==> src/rtl/hazard_controller_pkg.sv <==
// Shared types for the pipeline hazard controller: FSM states, the selected hazard
// condition, and the register-match helper used by the hazard detector.
package hazard_controller_pkg;

  localparam int NB_OPERAND = 5;
  localparam int NB_WAIT    = 8;

  typedef enum logic [1:0] {
    HZ_RUN       = 2'd0,
    HZ_DMEM_WAIT = 2'd1,
    HZ_IMEM_WAIT = 2'd2,
    HZ_FAULT     = 2'd3
  } hazard_state_t;

  // Highest-priority condition active this cycle; drives both controls and FSM.
  typedef enum logic [2:0] {
    SEL_NONE,
    SEL_FAULT,
    SEL_DMEM,
    SEL_LOAD_USE,
    SEL_BRANCH,
    SEL_IMEM
  } hazard_sel_t;

  function automatic logic reg_match(input logic [NB_OPERAND-1:0] rd,
                                     input logic [NB_OPERAND-1:0] rs,
                                     input logic                  use_rs);
    return use_rs && (rd != '0) && (rd == rs);
  endfunction

endpackage

==> src/rtl/hazard_controller_if.sv <==
// Bundle between the pipeline datapath and the hazard controller: hazard inputs
// from the pipeline registers and the per-stage enable/bubble/flush controls.
interface hazard_controller_if
  import hazard_controller_pkg::*;
#(
  parameter int NB_CNT       = 32,
  parameter int NB_FLUSH_CNT = 16
) ();

  logic [NB_OPERAND-1:0]   i_if_id_rs1;
  logic [NB_OPERAND-1:0]   i_if_id_rs2;
  logic                    i_if_id_use_rs1;
  logic                    i_if_id_use_rs2;
  logic                    i_if_id_is_branch;
  logic                    i_branch_taken;
  logic [NB_OPERAND-1:0]   i_id_ex_rd;
  logic                    i_id_ex_rf_write;
  logic                    i_id_ex_mem_read;
  logic [NB_OPERAND-1:0]   i_ex_mem_rd;
  logic                    i_ex_mem_mem_read;
  logic                    i_imem_ready;
  logic                    i_dmem_req;
  logic                    i_dmem_ready;

  logic                    o_pc_en;
  logic                    o_if_id_en;
  logic                    o_if_id_flush;
  logic                    o_id_ex_en;
  logic                    o_id_ex_bubble;
  logic                    o_ex_mem_en;
  logic                    o_mem_wb_bubble;
  hazard_state_t           o_state;
  logic                    o_fault;
  logic [NB_CNT-1:0]       o_stall_count;
  logic [NB_FLUSH_CNT-1:0] o_flush_count;

  modport master (
    output i_if_id_rs1, i_if_id_rs2, i_if_id_use_rs1, i_if_id_use_rs2,
           i_if_id_is_branch, i_branch_taken, i_id_ex_rd, i_id_ex_rf_write,
           i_id_ex_mem_read, i_ex_mem_rd, i_ex_mem_mem_read, i_imem_ready,
           i_dmem_req, i_dmem_ready,
    input  o_pc_en, o_if_id_en, o_if_id_flush, o_id_ex_en, o_id_ex_bubble,
           o_ex_mem_en, o_mem_wb_bubble, o_state, o_fault, o_stall_count,
           o_flush_count
  );

  modport slave (
    input  i_if_id_rs1, i_if_id_rs2, i_if_id_use_rs1, i_if_id_use_rs2,
           i_if_id_is_branch, i_branch_taken, i_id_ex_rd, i_id_ex_rf_write,
           i_id_ex_mem_read, i_ex_mem_rd, i_ex_mem_mem_read, i_imem_ready,
           i_dmem_req, i_dmem_ready,
    output o_pc_en, o_if_id_en, o_if_id_flush, o_id_ex_en, o_id_ex_bubble,
           o_ex_mem_en, o_mem_wb_bubble, o_state, o_fault, o_stall_count,
           o_flush_count
  );

endinterface

==> src/rtl/hazard_controller_detect.sv <==
// Combinational register-hazard detection: loads feeding the ID instruction from EX,
// and loads in MEM feeding a branch that resolves its operands in ID.
module hazard_detect
  import hazard_controller_pkg::*;
(
  input  logic [NB_OPERAND-1:0] rs1,
  input  logic [NB_OPERAND-1:0] rs2,
  input  logic                  use_rs1,
  input  logic                  use_rs2,
  input  logic                  is_branch,
  input  logic [NB_OPERAND-1:0] id_ex_rd,
  input  logic                  id_ex_mem_read,
  input  logic [NB_OPERAND-1:0] ex_mem_rd,
  input  logic                  ex_mem_mem_read,
  output logic                  load_use,
  output logic                  branch_load_use
);

  logic ex_match;
  logic mem_match;

  assign ex_match  = reg_match(id_ex_rd, rs1, use_rs1) || reg_match(id_ex_rd, rs2, use_rs2);
  assign mem_match = reg_match(ex_mem_rd, rs1, use_rs1) || reg_match(ex_mem_rd, rs2, use_rs2);

  assign load_use        = id_ex_mem_read && ex_match;
  // A branch compares in ID, so even a load one stage further on is too late to forward.
  assign branch_load_use = is_branch && ex_mem_mem_read && mem_match;

endmodule

==> src/rtl/hazard_controller.sv <==
// Pipeline sequencing controller: per-stage enable/bubble/flush from hazards, a
// memory-wait FSM with data-memory watchdog, and saturating stall/flush counters.
module hazard_controller
  import hazard_controller_pkg::*;
#(
  parameter int NB_CNT       = 32,
  parameter int NB_FLUSH_CNT = 16,
  parameter int DMEM_TIMEOUT = 255
) (
  input  logic               i_clk,
  input  logic               i_rst,
  hazard_controller_if.slave hz
);

  localparam logic [NB_WAIT-1:0] TIMEOUT_C = NB_WAIT'(DMEM_TIMEOUT);

  hazard_state_t           state;
  hazard_sel_t             sel;
  logic [NB_WAIT-1:0]      wait_cnt;
  logic [NB_CNT-1:0]       stall_cnt;
  logic [NB_FLUSH_CNT-1:0] flush_cnt;
  logic                    load_use;
  logic                    branch_load_use;
  logic                    dmem_stall;
  logic                    pc_en, if_id_en, if_id_flush, id_ex_en, id_ex_bubble;
  logic                    ex_mem_en, mem_wb_bubble;
  logic                    unused_rf_write;

  function automatic logic [NB_CNT-1:0] sat_inc_stall(input logic [NB_CNT-1:0] c);
    return (c == '1) ? c : c + NB_CNT'(1);
  endfunction

  function automatic logic [NB_FLUSH_CNT-1:0] sat_inc_flush(input logic [NB_FLUSH_CNT-1:0] c);
    return (c == '1) ? c : c + NB_FLUSH_CNT'(1);
  endfunction

  hazard_detect u_detect (
    .rs1             (hz.i_if_id_rs1),
    .rs2             (hz.i_if_id_rs2),
    .use_rs1         (hz.i_if_id_use_rs1),
    .use_rs2         (hz.i_if_id_use_rs2),
    .is_branch       (hz.i_if_id_is_branch),
    .id_ex_rd        (hz.i_id_ex_rd),
    .id_ex_mem_read  (hz.i_id_ex_mem_read),
    .ex_mem_rd       (hz.i_ex_mem_rd),
    .ex_mem_mem_read (hz.i_ex_mem_mem_read),
    .load_use        (load_use),
    .branch_load_use (branch_load_use)
  );

  // ALU results are covered by forwarding, so only the load flag matters here.
  assign unused_rf_write = hz.i_id_ex_rf_write;
  assign dmem_stall      = hz.i_dmem_req && !hz.i_dmem_ready;

  always_comb begin
    sel = SEL_NONE;
    if (state == HZ_FAULT)                  sel = SEL_FAULT;
    else if (dmem_stall)                    sel = SEL_DMEM;
    else if (load_use || branch_load_use)   sel = SEL_LOAD_USE;
    else if (hz.i_branch_taken)             sel = SEL_BRANCH;
    else if (!hz.i_imem_ready)              sel = SEL_IMEM;
  end

  always_comb begin
    pc_en         = 1'b0;
    if_id_en      = 1'b0;
    if_id_flush   = 1'b0;
    id_ex_en      = 1'b0;
    id_ex_bubble  = 1'b0;
    ex_mem_en     = 1'b0;
    mem_wb_bubble = 1'b0;
    if (!i_rst) begin
      case (sel)
        SEL_FAULT: ;
        SEL_DMEM:  mem_wb_bubble = 1'b1;
        SEL_LOAD_USE: begin
          id_ex_en     = 1'b1;
          id_ex_bubble = 1'b1;
          ex_mem_en    = 1'b1;
        end
        SEL_BRANCH, SEL_IMEM: begin
          pc_en       = (sel == SEL_BRANCH);
          if_id_en    = 1'b1;
          if_id_flush = 1'b1;
          id_ex_en    = 1'b1;
          ex_mem_en   = 1'b1;
        end
        default: begin
          pc_en     = 1'b1;
          if_id_en  = 1'b1;
          id_ex_en  = 1'b1;
          ex_mem_en = 1'b1;
        end
      endcase
    end
  end

  always_ff @(posedge i_clk or posedge i_rst) begin
    if (i_rst) begin
      state     <= HZ_RUN;
      wait_cnt  <= '0;
      stall_cnt <= '0;
      flush_cnt <= '0;
    end else begin
      if (!pc_en && sel != SEL_FAULT) stall_cnt <= sat_inc_stall(stall_cnt);
      if (sel == SEL_BRANCH)          flush_cnt <= sat_inc_flush(flush_cnt);
      case (state)
        HZ_FAULT: begin
          state    <= HZ_FAULT;
          wait_cnt <= '0;
        end
        HZ_DMEM_WAIT: begin
          if (!dmem_stall) begin
            state    <= (sel == SEL_IMEM) ? HZ_IMEM_WAIT : HZ_RUN;
            wait_cnt <= '0;
          end else if (wait_cnt == TIMEOUT_C) begin
            state    <= HZ_FAULT;
            wait_cnt <= '0;
          end else begin
            wait_cnt <= wait_cnt + 8'd1;
          end
        end
        default: begin
          if (dmem_stall) begin
            state    <= HZ_DMEM_WAIT;
            wait_cnt <= 8'd1;
          end else begin
            state    <= (sel == SEL_IMEM) ? HZ_IMEM_WAIT : HZ_RUN;
            wait_cnt <= '0;
          end
        end
      endcase
    end
  end

  assign hz.o_pc_en         = pc_en;
  assign hz.o_if_id_en      = if_id_en;
  assign hz.o_if_id_flush   = if_id_flush;
  assign hz.o_id_ex_en      = id_ex_en;
  assign hz.o_id_ex_bubble  = id_ex_bubble;
  assign hz.o_ex_mem_en     = ex_mem_en;
  assign hz.o_mem_wb_bubble = mem_wb_bubble;
  assign hz.o_state         = state;
  assign hz.o_fault         = (state == HZ_FAULT);
  assign hz.o_stall_count   = stall_cnt;
  assign hz.o_flush_count   = flush_cnt;

endmodule

==> src/flat_wrapper.sv <==
// flat-port wrapper written by rule: the top's interface ports become plain ports
module hazard_controller_flat import hazard_controller_pkg::*;
#(
  parameter int NB_CNT       = 32,
  parameter int NB_FLUSH_CNT = 16,
  parameter int DMEM_TIMEOUT = 255
)
  (i_clk, i_rst, hz_i_if_id_rs1, hz_i_if_id_rs2, hz_i_if_id_use_rs1, hz_i_if_id_use_rs2, hz_i_if_id_is_branch, hz_i_branch_taken, hz_i_id_ex_rd, hz_i_id_ex_rf_write, hz_i_id_ex_mem_read, hz_i_ex_mem_rd, hz_i_ex_mem_mem_read, hz_i_imem_ready, hz_i_dmem_req, hz_i_dmem_ready, hz_o_pc_en, hz_o_if_id_en, hz_o_if_id_flush, hz_o_id_ex_en, hz_o_id_ex_bubble, hz_o_ex_mem_en, hz_o_mem_wb_bubble, hz_o_state, hz_o_fault, hz_o_stall_count, hz_o_flush_count);
  hazard_controller_if #(.NB_CNT(NB_CNT), .NB_FLUSH_CNT(NB_FLUSH_CNT)) hz_i ();
  input  logic i_clk;
  input  logic i_rst;
  input wire logic [$bits(hz_i.i_if_id_rs1)-1:0] hz_i_if_id_rs1;
  input wire logic [$bits(hz_i.i_if_id_rs2)-1:0] hz_i_if_id_rs2;
  input wire logic [$bits(hz_i.i_if_id_use_rs1)-1:0] hz_i_if_id_use_rs1;
  input wire logic [$bits(hz_i.i_if_id_use_rs2)-1:0] hz_i_if_id_use_rs2;
  input wire logic [$bits(hz_i.i_if_id_is_branch)-1:0] hz_i_if_id_is_branch;
  input wire logic [$bits(hz_i.i_branch_taken)-1:0] hz_i_branch_taken;
  input wire logic [$bits(hz_i.i_id_ex_rd)-1:0] hz_i_id_ex_rd;
  input wire logic [$bits(hz_i.i_id_ex_rf_write)-1:0] hz_i_id_ex_rf_write;
  input wire logic [$bits(hz_i.i_id_ex_mem_read)-1:0] hz_i_id_ex_mem_read;
  input wire logic [$bits(hz_i.i_ex_mem_rd)-1:0] hz_i_ex_mem_rd;
  input wire logic [$bits(hz_i.i_ex_mem_mem_read)-1:0] hz_i_ex_mem_mem_read;
  input wire logic [$bits(hz_i.i_imem_ready)-1:0] hz_i_imem_ready;
  input wire logic [$bits(hz_i.i_dmem_req)-1:0] hz_i_dmem_req;
  input wire logic [$bits(hz_i.i_dmem_ready)-1:0] hz_i_dmem_ready;
  output wire logic [$bits(hz_i.o_pc_en)-1:0] hz_o_pc_en;
  output wire logic [$bits(hz_i.o_if_id_en)-1:0] hz_o_if_id_en;
  output wire logic [$bits(hz_i.o_if_id_flush)-1:0] hz_o_if_id_flush;
  output wire logic [$bits(hz_i.o_id_ex_en)-1:0] hz_o_id_ex_en;
  output wire logic [$bits(hz_i.o_id_ex_bubble)-1:0] hz_o_id_ex_bubble;
  output wire logic [$bits(hz_i.o_ex_mem_en)-1:0] hz_o_ex_mem_en;
  output wire logic [$bits(hz_i.o_mem_wb_bubble)-1:0] hz_o_mem_wb_bubble;
  output wire logic [$bits(hz_i.o_state)-1:0] hz_o_state;
  output wire logic [$bits(hz_i.o_fault)-1:0] hz_o_fault;
  output wire logic [$bits(hz_i.o_stall_count)-1:0] hz_o_stall_count;
  output wire logic [$bits(hz_i.o_flush_count)-1:0] hz_o_flush_count;
  assign hz_i.i_if_id_rs1 = hz_i_if_id_rs1;
  assign hz_i.i_if_id_rs2 = hz_i_if_id_rs2;
  assign hz_i.i_if_id_use_rs1 = hz_i_if_id_use_rs1;
  assign hz_i.i_if_id_use_rs2 = hz_i_if_id_use_rs2;
  assign hz_i.i_if_id_is_branch = hz_i_if_id_is_branch;
  assign hz_i.i_branch_taken = hz_i_branch_taken;
  assign hz_i.i_id_ex_rd = hz_i_id_ex_rd;
  assign hz_i.i_id_ex_rf_write = hz_i_id_ex_rf_write;
  assign hz_i.i_id_ex_mem_read = hz_i_id_ex_mem_read;
  assign hz_i.i_ex_mem_rd = hz_i_ex_mem_rd;
  assign hz_i.i_ex_mem_mem_read = hz_i_ex_mem_mem_read;
  assign hz_i.i_imem_ready = hz_i_imem_ready;
  assign hz_i.i_dmem_req = hz_i_dmem_req;
  assign hz_i.i_dmem_ready = hz_i_dmem_ready;
  assign hz_o_pc_en = hz_i.o_pc_en;
  assign hz_o_if_id_en = hz_i.o_if_id_en;
  assign hz_o_if_id_flush = hz_i.o_if_id_flush;
  assign hz_o_id_ex_en = hz_i.o_id_ex_en;
  assign hz_o_id_ex_bubble = hz_i.o_id_ex_bubble;
  assign hz_o_ex_mem_en = hz_i.o_ex_mem_en;
  assign hz_o_mem_wb_bubble = hz_i.o_mem_wb_bubble;
  assign hz_o_state = hz_i.o_state;
  assign hz_o_fault = hz_i.o_fault;
  assign hz_o_stall_count = hz_i.o_stall_count;
  assign hz_o_flush_count = hz_i.o_flush_count;
  hazard_controller #(.NB_CNT(NB_CNT), .NB_FLUSH_CNT(NB_FLUSH_CNT), .DMEM_TIMEOUT(DMEM_TIMEOUT)) u_core (.i_clk(i_clk), .i_rst(i_rst), .hz(hz_i));
endmodule
==> config.mk <==
export PLATFORM = sky130hd
export DESIGN_NAME = hazard_controller_flat
export DESIGN_NICKNAME = d
export VERILOG_FILES = /design/src/rtl/hazard_controller_pkg.sv /design/src/rtl/hazard_controller_if.sv /design/src/rtl/hazard_controller_detect.sv /design/src/rtl/hazard_controller.sv /design/src/flat_wrapper.sv
export SDC_FILE = /design/constraint.sdc
export NUM_CORES = 1
export LEC_CHECK = 0
export CAP_MARGIN = 10
export CELL_PAD_IN_SITES_DETAIL_PLACEMENT = 1
export CELL_PAD_IN_SITES_GLOBAL_PLACEMENT = 2
export CORE_UTILIZATION = 30
export DETAILED_ROUTE_END_ITERATION = 10
export PLACE_DENSITY_LB_ADDON = 0.1
export SKIP_CTS_REPAIR_TIMING = 1
export SLEW_MARGIN = 20
export SYNTH_ARGS = -nofsm -noshare
export SYNTH_HDL_FRONTEND = slang
export SYNTH_SLANG_ARGS = --single-unit
==> constraint.sdc <==
create_clock -name i_clk -period 2.95 [get_ports i_clk]
set_clock_uncertainty 0.15 [all_clocks]
set_input_delay 0.59 -clock i_clk [delete_from_list [all_inputs] [get_ports i_clk]]
set_output_delay 0.59 -clock i_clk [all_outputs]
set_load 0.03 [all_outputs]
==> impl_metrics.csv, run 1 <==
group,metric,value,unit
worst_setup_path,r2r_setup_slack,280,ps
power,vdd_ir_drop_max,0.401,mV
global_routing,grt_max_degree,59,
die,die_w,108,µm
synthesis,yosys.area.top_type_share,43.1,%
detailed_routing,wl_per_cell,16.9,µm
cells_and_area,drive_gt1_share,18.5,%
die,fp.coreArea,10900,µm²
die,ios,90,
clocking,h-tree-depth,3,
synthesis,synth_edf_count,0,
detailed_routing,drtIter0Drc,70,
synthesis,yosys.area.top_type,"dfrtp_1",
synthesis,async_flop_share,100,%
global_routing,grtUsageTotal,17.5,%
synthesis,synthesis.area,3370,µm²
sta,hold_viol,0,
synthesis,syn_nets,353,
global_routing,antenna_found_initial,0,
die,fp-row-count,38,
worst_setup_path,cp.arrival,2230,ps
placement,io_buffers,88,
clocking,cts_num_sinks,58,
worst_setup_path,reg2reg_to,"u_core.hz.o_stall_count[9]$_DFFE_PP0P_",
sta,finalSetupViolCount,1,
global_routing,grt_pass1_vias,3038,
die,die_height,108,µm
worst_setup_path,critPathMaxFanout,3,
synthesis,synth.avg_cell_area,10.6,µm²
worst_setup_path,crit_path_max_incr_delay,380,ps
worst_setup_path,worst_ep_required_time,2210,ps
clocking,clk_latency,340,ps
hold_path,hold_path.class,"register to register",
worst_setup_path,crit_end,"hz_o_if_id_flush",
worst_setup_path,worstSetupPathType,"primary input to primary output",
cells_and_area,finalNonFillerCells,573,
synthesis,yosysWarnings,0,
global_routing,grt.overflow.total,0,
synthesis,ys_seq_area_share,43.1,%
die,start_util,30.9,%
detailed_routing,routed-via-count,2851,
synthesis,ys_top_cells_by_count,"dfrtp_1, xnor2_1, xor2_1, nand2_1, nand3_1",
synthesis,synth_flop_cell,"dfrtp_1",
power,internal_power,0.00226,W
power,power,0.00379,W
clocking,ctsLongestPathBuffers,2,
run_status,status,"finished with violations",
placement,dp.cells,556,
detailed_routing,viasPerCell,4.98,
power,p_switching,0.00153,W
worst_setup_path,start_kind,"primary input",
synthesis,yosysMostFrequentCell,"dfrtp_1",
sta,timing.hold.ws,336,ps
run,cap_violations,0,
worst_setup_path,critical_path.slowest_cell,"or3_4",
detailed_routing,totalWireLength,9.66,mm
sta,fmax,337,MHz
synthesis,synthCells,318,
worst_setup_path,reg2reg_from,"u_core.hz.o_stall_count[1]$_DFFE_PP0P_",
clocking,cts_made_buffers,9,
sta,tightestPinTransition,454,ps
cells_and_area,n_antenna_cell,0,
cells_and_area,synthToLayoutAreaGrowth,46.8,%
worst_setup_path,crit_path_end_kind,"primary output",
power,clkPwrFrac,23.2,%
clocking,cts_tree,"built",
power,cellPowerDensity,766,nW/µm²
placement,dp_hpwl,6.79,mm
sta,finalWorstSetupSlack,-20.5,ps
synthesis,synthTopCellsByArea,"dfrtp_1, xnor2_1, xor2_1, a2111oi_2, nand3_1",
power,p_leak,1.97,nW
power,p_sw_share,40.3,%
global_routing,grt_first_pass_wirelength,15.8,mm
sta,post-route-period-util,101,%
synthesis,synth_cell_type_count,36,
sta,slew_viol_final,0,
clocking,cts_root_buf,"clkbuf_8",
power,combPwrFrac,44.7,%
cells_and_area,layout.nets,463,
sta,rsz0062_at_grt,"yes",
sta,slew_headroom,69.7,%
placement,gp_congestion,0.795,
synthesis,ys_ff_latch,58,
worst_setup_path,cp_cell_sequence,"buf_8 > or3_4 > o311a_4 > a32oi_4 > buf_6 > and2_4 > a21boi_4 > buf_6",
worst_setup_path,crit_start,"hz_i_ex_mem_rd[2]",
run_status,failed_checks,"negative setup slack",
die,dieArea,11700,µm²
detailed_routing,drc_errors,0,
power,pwr-share-seq,32.0,%
cells_and_area,fin_util,45.4,%
clocking,clkTransAtPathRegs,70,ps
sta,layout_min_cycle_time,2970,ps
detailed_routing,dr.pass1.iters,4,
worst_setup_path,r2r_cells,8,
worst_setup_path,timing.critical_path.mode_cell,"buf_6",
detailed_routing,ant_nets,0,
## final cells by class
cell class	count	area, µm²
fillers	1211	5950
multi-input cells	237	1880
flip-flops and latches	58	1450
repair buffers	113	1170
well taps	140	175
clock buffers	12	165
clock inverters	4	72.6
inverters	9	33.8
## per-stage QoR
stage | setup TNS, ps | setup WS [ps] | area (µm²)
after floorplan | -5.45 | -5.45 | 3390
after global placement | -8820 | -463 | 4590
after detailed placement | -10210 | -499 | 4590
after CTS | -1640 | -499 | 4830
after global routing | -87.1 | -70.8 | 4940
final | -20.5 | -20.5 | 4940
## power by group through the flow
stage / sequential, W / clock [W] / combinational, W
6_report: 0.00121 / 0.000879 / 0.00169
5_1_grt: 0.00125 / 0.000941 / 0.00183
4_1_cts: 0.00122 / 0.000908 / 0.00170
3_5_place_dp: 0.00123 / 0 / 0.00169
3_3_place_gp: 0.00123 / 0 / 0.00168
2_1_floorplan: 0.00155 / 0 / 0.000700
## sequential cells by signal (all words and copies together), names as in the netlist
name and flops:
u_core.hz.o_flush_count 16, u_core.hz.o_stall_count 32, u_core.hz.o_state 2, u_core.wait_cnt 8
## worst min-delay path by stage
stage,slack [ps],from,depth (start not counted),endpoint
after floorplan,350,u_core.wait_cnt[4]$_DFF_PP0_,2,u_core.wait_cnt[4]$_DFF_PP0_
after global placement,320,u_core.hz.o_stall_count[27]$_DFFE_PP0P_,1,u_core.hz.o_stall_count[27]$_DFFE_PP0P_
after detailed placement,330,u_core.hz.o_stall_count[27]$_DFFE_PP0P_,1,u_core.hz.o_stall_count[27]$_DFFE_PP0P_
after CTS,340,u_core.hz.o_stall_count[27]$_DFFE_PP0P_,1,u_core.hz.o_stall_count[27]$_DFFE_PP0P_
after global routing,360,u_core.hz.o_stall_count[14]$_DFFE_PP0P_,1,u_core.hz.o_stall_count[14]$_DFFE_PP0P_
final,340,u_core.hz.o_stall_count[18]$_DFFE_PP0P_,1,u_core.hz.o_stall_count[18]$_DFFE_PP0P_
## per-layer routing
| metal | GRT usage (%) | part of all wire (%) |
|---|---|---|
| met5 | 0 | 0 |
| met4 | 5.77 | 1.2 |
| met3 | 4.46 | 4.5 |
| met2 | 26.4 | 46 |
| met1 | 24.2 | 49 |
## cell usage in the layout (no fill, tap or decap), types with 13 or more instances in the layout
cell	synthesis	layout
clkdlybuf4s50_1	0	62
dfrtp_1	58	58
xnor2_1	40	40
xor2_1	32	32
nand2_1	29	29
nand3_1	25	25
buf_4	3	24
dlymetal6s2s_1	0	19
nand4_1	15	15
a211oi_1	13	13
## kinds of logic (layout without fill, tap and decap cells)
| kind of cell | Yosys count | count (layout) | share of synthesized area, % |
|---|---|---|---|
| buf+inv | 23 | 138 | 3.46 |
| mux | 2 | 2 | 0.669 |
| fa+ha+maj | 3 | 3 | 1.11 |
| compound gates | 40 | 40 | 13.9 |
| flops | 58 | 58 | 43.1 |
| xor+xnor | 72 | 72 | 18.7 |
| simple gates | 120 | 120 | 19.0 |
## critical path, delay by kind of cell
kind | cells | cell delay (ps)
AOI/OAI and AO/OA | 3 | 730
buffers and inverters | 3 | 390
and+or+nand+nor | 2 | 510
Power figures use the tool's default switching activity.
==> run 2, diff against run 1 <==
--- a/config.mk
+++ b/config.mk
@@ -7,3 +7,3 @@
 export LEC_CHECK = 0
-export CAP_MARGIN = 10
+export CAP_MARGIN = 20
 export CELL_PAD_IN_SITES_DETAIL_PLACEMENT = 1
@@ -12,2 +12,3 @@
 export DETAILED_ROUTE_END_ITERATION = 10
+export HOLD_SLACK_MARGIN = 0.05
 export PLACE_DENSITY_LB_ADDON = 0.1
==> constraint.sdc (replaced) <==
create_clock -name i_clk -period 2.95 [get_ports i_clk]
set_clock_uncertainty 0.15 [all_clocks]
set_input_delay 0.295 -clock i_clk [delete_from_list [all_inputs] [get_ports i_clk]]
set_output_delay 0.295 -clock i_clk [all_outputs]
set_load 0.03 [all_outputs]
==> run 2 against run 1 <==
The run now ends clean. Cell area decreased by 5.2%. Sequential power about the same. Clock power decreased by 30%. Non-clock buffer count decreased by 7. Sequential share of layout area increased by 1.6 points. Highest routed layer unchanged. Critical path depth decreased by 1.
==> impl_metrics.csv, run 2 (synthesis results as in run 1) <==
group,metric,value,unit
cells_and_area,layout_commonest_cell,"clkdlybuf4s50_1",
worst_setup_path,cp.arrival,2360,ps
global_routing,grt_max_degree,59,
cells_and_area,drive_gt1_share,14.1,%
worst_setup_path,reg2reg_from,"u_core.hz.o_stall_count[1]$_DFFE_PP0P_",
cells_and_area,largest_register_ff_count,32,
clocking,ctsLongestPathBuffers,2,
sta,hold_viol,0,
power,clkPwrFrac,17.7,%
sta,post-route-period-util,95.1,%
power,cellPowerDensity,744,nW/µm²
clocking,cts_tree,"built",
placement,dp_hpwl,6.47,mm
placement,placed_area,4530,µm²
detailed_routing,ant_nets,0,
die,fp-row-count,38,
power,vdd_ir_drop_max,0.521,mV
cells_and_area,n_antenna_cell,0,
hold_path,min_from,"u_core.hz.o_stall_count[27]$_DFFE_PP0P_",
global_routing,grt_first_pass_wirelength,15.3,mm
sta,fmax,356,MHz
placement,io_buffers,88,
clocking,cts_root_buf,"clkbuf_8",
sta,layout_min_cycle_time,2810,ps
cells_and_area,layout.nets,456,
worst_setup_path,worst_ep_required_time,2510,ps
run_status,status,"completed",
hold_path,hold_path.class,"register to register",
detailed_routing,viasPerCell,4.94,
detailed_routing,dr.pass1.iters,4,
global_routing,grt_pass1_vias,2958,
sta,slew_headroom,48.3,%
clocking,h-tree-depth,3,
cells_and_area,synthToLayoutAreaGrowth,39.2,%
die,die_height,108,µm
worst_setup_path,critPathMaxFanout,3,
clocking,clk_latency,330,ps
cells_and_area,n_fill_cell,1245,
detailed_routing,routed-via-count,2792,
global_routing,antenna_found_initial,0,
placement,place_ws,156,ps
clocking,cts_num_sinks,58,
die,fp.coreArea,10900,µm²
hold_path,hold_depth,1,
die,ios,90,
sta,rsz0062_at_grt,"no",
power,p_switching,0.00150,W
die,dieArea,11700,µm²
power,pwr-share-seq,35.1,%
detailed_routing,totalWireLength,9.04,mm
worst_setup_path,r2r_setup_slack,220,ps
power,p_leak,1.68,nW
power,p_sw_share,43.1,%
worst_setup_path,worstSetupPathType,"primary input to primary output",
sta,finalSetupViolCount,0,
hold_path,worstHoldEndpoint,"u_core.hz.o_stall_count[27]$_DFFE_PP0P_",
cells_and_area,layout_common_cells,"clkdlybuf4s50_1, dfrtp_1, xnor2_1, xor2_1, nand2_1",
worst_setup_path,reg2reg_to,"u_core.hz.o_stall_count[24]$_DFFE_PP0P_",
sta,slew_viol_final,0,
global_routing,grt.overflow.total,0,
worst_setup_path,r2r_cells,8,
detailed_routing,wl_per_cell,16.0,µm
detailed_routing,drc_errors,0,
power,internal_power,0.00198,W
run,cap_violations,0,
cells_and_area,final_design_area_no_fill,4690,µm²
placement,gp_congestion,0.774,
sta,tightestPinTransition,776,ps
die,die_w,108,µm
die,start_util,30.9,%
worst_setup_path,crit_path_end_kind,"primary output",
sta,finalWorstSetupSlack,144,ps
clocking,cts_made_buffers,9,
detailed_routing,drtIter0Drc,90,
global_routing,grtUsageTotal,16.9,%
power,combPwrFrac,47.2,%
clocking,clkTransAtPathRegs,70,ps
sta,setup_tns,0,ps
worst_setup_path,start_kind,"primary input",
## run 2: how the worst max path moves through the flow
stage / startpoint / cells past startpoint / end
3_3_place_gp: hz_i_ex_mem_rd[1] / 7 / hz_o_if_id_flush
4_1_cts: hz_i_ex_mem_rd[1] / 7 / hz_o_if_id_flush
3_5_place_dp: hz_i_ex_mem_rd[1] / 7 / hz_o_if_id_flush
5_1_grt: hz_i_ex_mem_rd[1] / 7 / hz_o_if_id_flush
2_1_floorplan: hz_i_ex_mem_rd[0] / 6 / hz_o_if_id_flush
6_report: hz_i_ex_mem_rd[1] / 7 / hz_o_if_id_flush
## run 2: power by group through the flow
stage          Clock [W]  Sequential [W]  Combinational [W]
2_1_floorplan          0         0.00155           0.000695
3_3_place_gp           0         0.00123            0.00164
3_5_place_dp           0         0.00123            0.00165
4_1_cts         0.000650         0.00122            0.00166
5_1_grt         0.000678         0.00127            0.00179
6_report        0.000616         0.00122            0.00165
## run 2: final cells by class
type	instances	area (µm²)	share of cell area (%)
Sequential cell	58	1450	31.0
Multi-Input combinational cell	237	1820	38.9
Clock inverter	6	35.0	0.748
Tap cell	140	175	3.74
Clock buffer	9	124	2.64
Inverter	9	33.8	0.721
Timing Repair Buffer	106	1040	22.3
## run 2: metal layers
metal | track usage, % | share of wire, %
met5 | 0 | 0
met4 | 4.70 | 0.92
met3 | 3.56 | 4.2
met2 | 26.1 | 45
met1 | 24.0 | 50
## run 2: critical path, cell delays in order
cell and delay, ps:
clkdlybuf4s50_1 490, or3_1 370, o311a_1 340, a32oi_4 310, and2_1 200, a21boi_1 170
buf_4 180
## run 2: stage by stage
step	total power, W	hold slack (ps)	instances	util (%)
floorplan	0.00224	347	318	-
global placement	0.00287	321	550	41.6
detailed placement	0.00288	326	550	41.6
CTS	0.00354	335	565	43.0
global route	0.00373	363	565	43.0
finish	0.00349	330	565	43.0
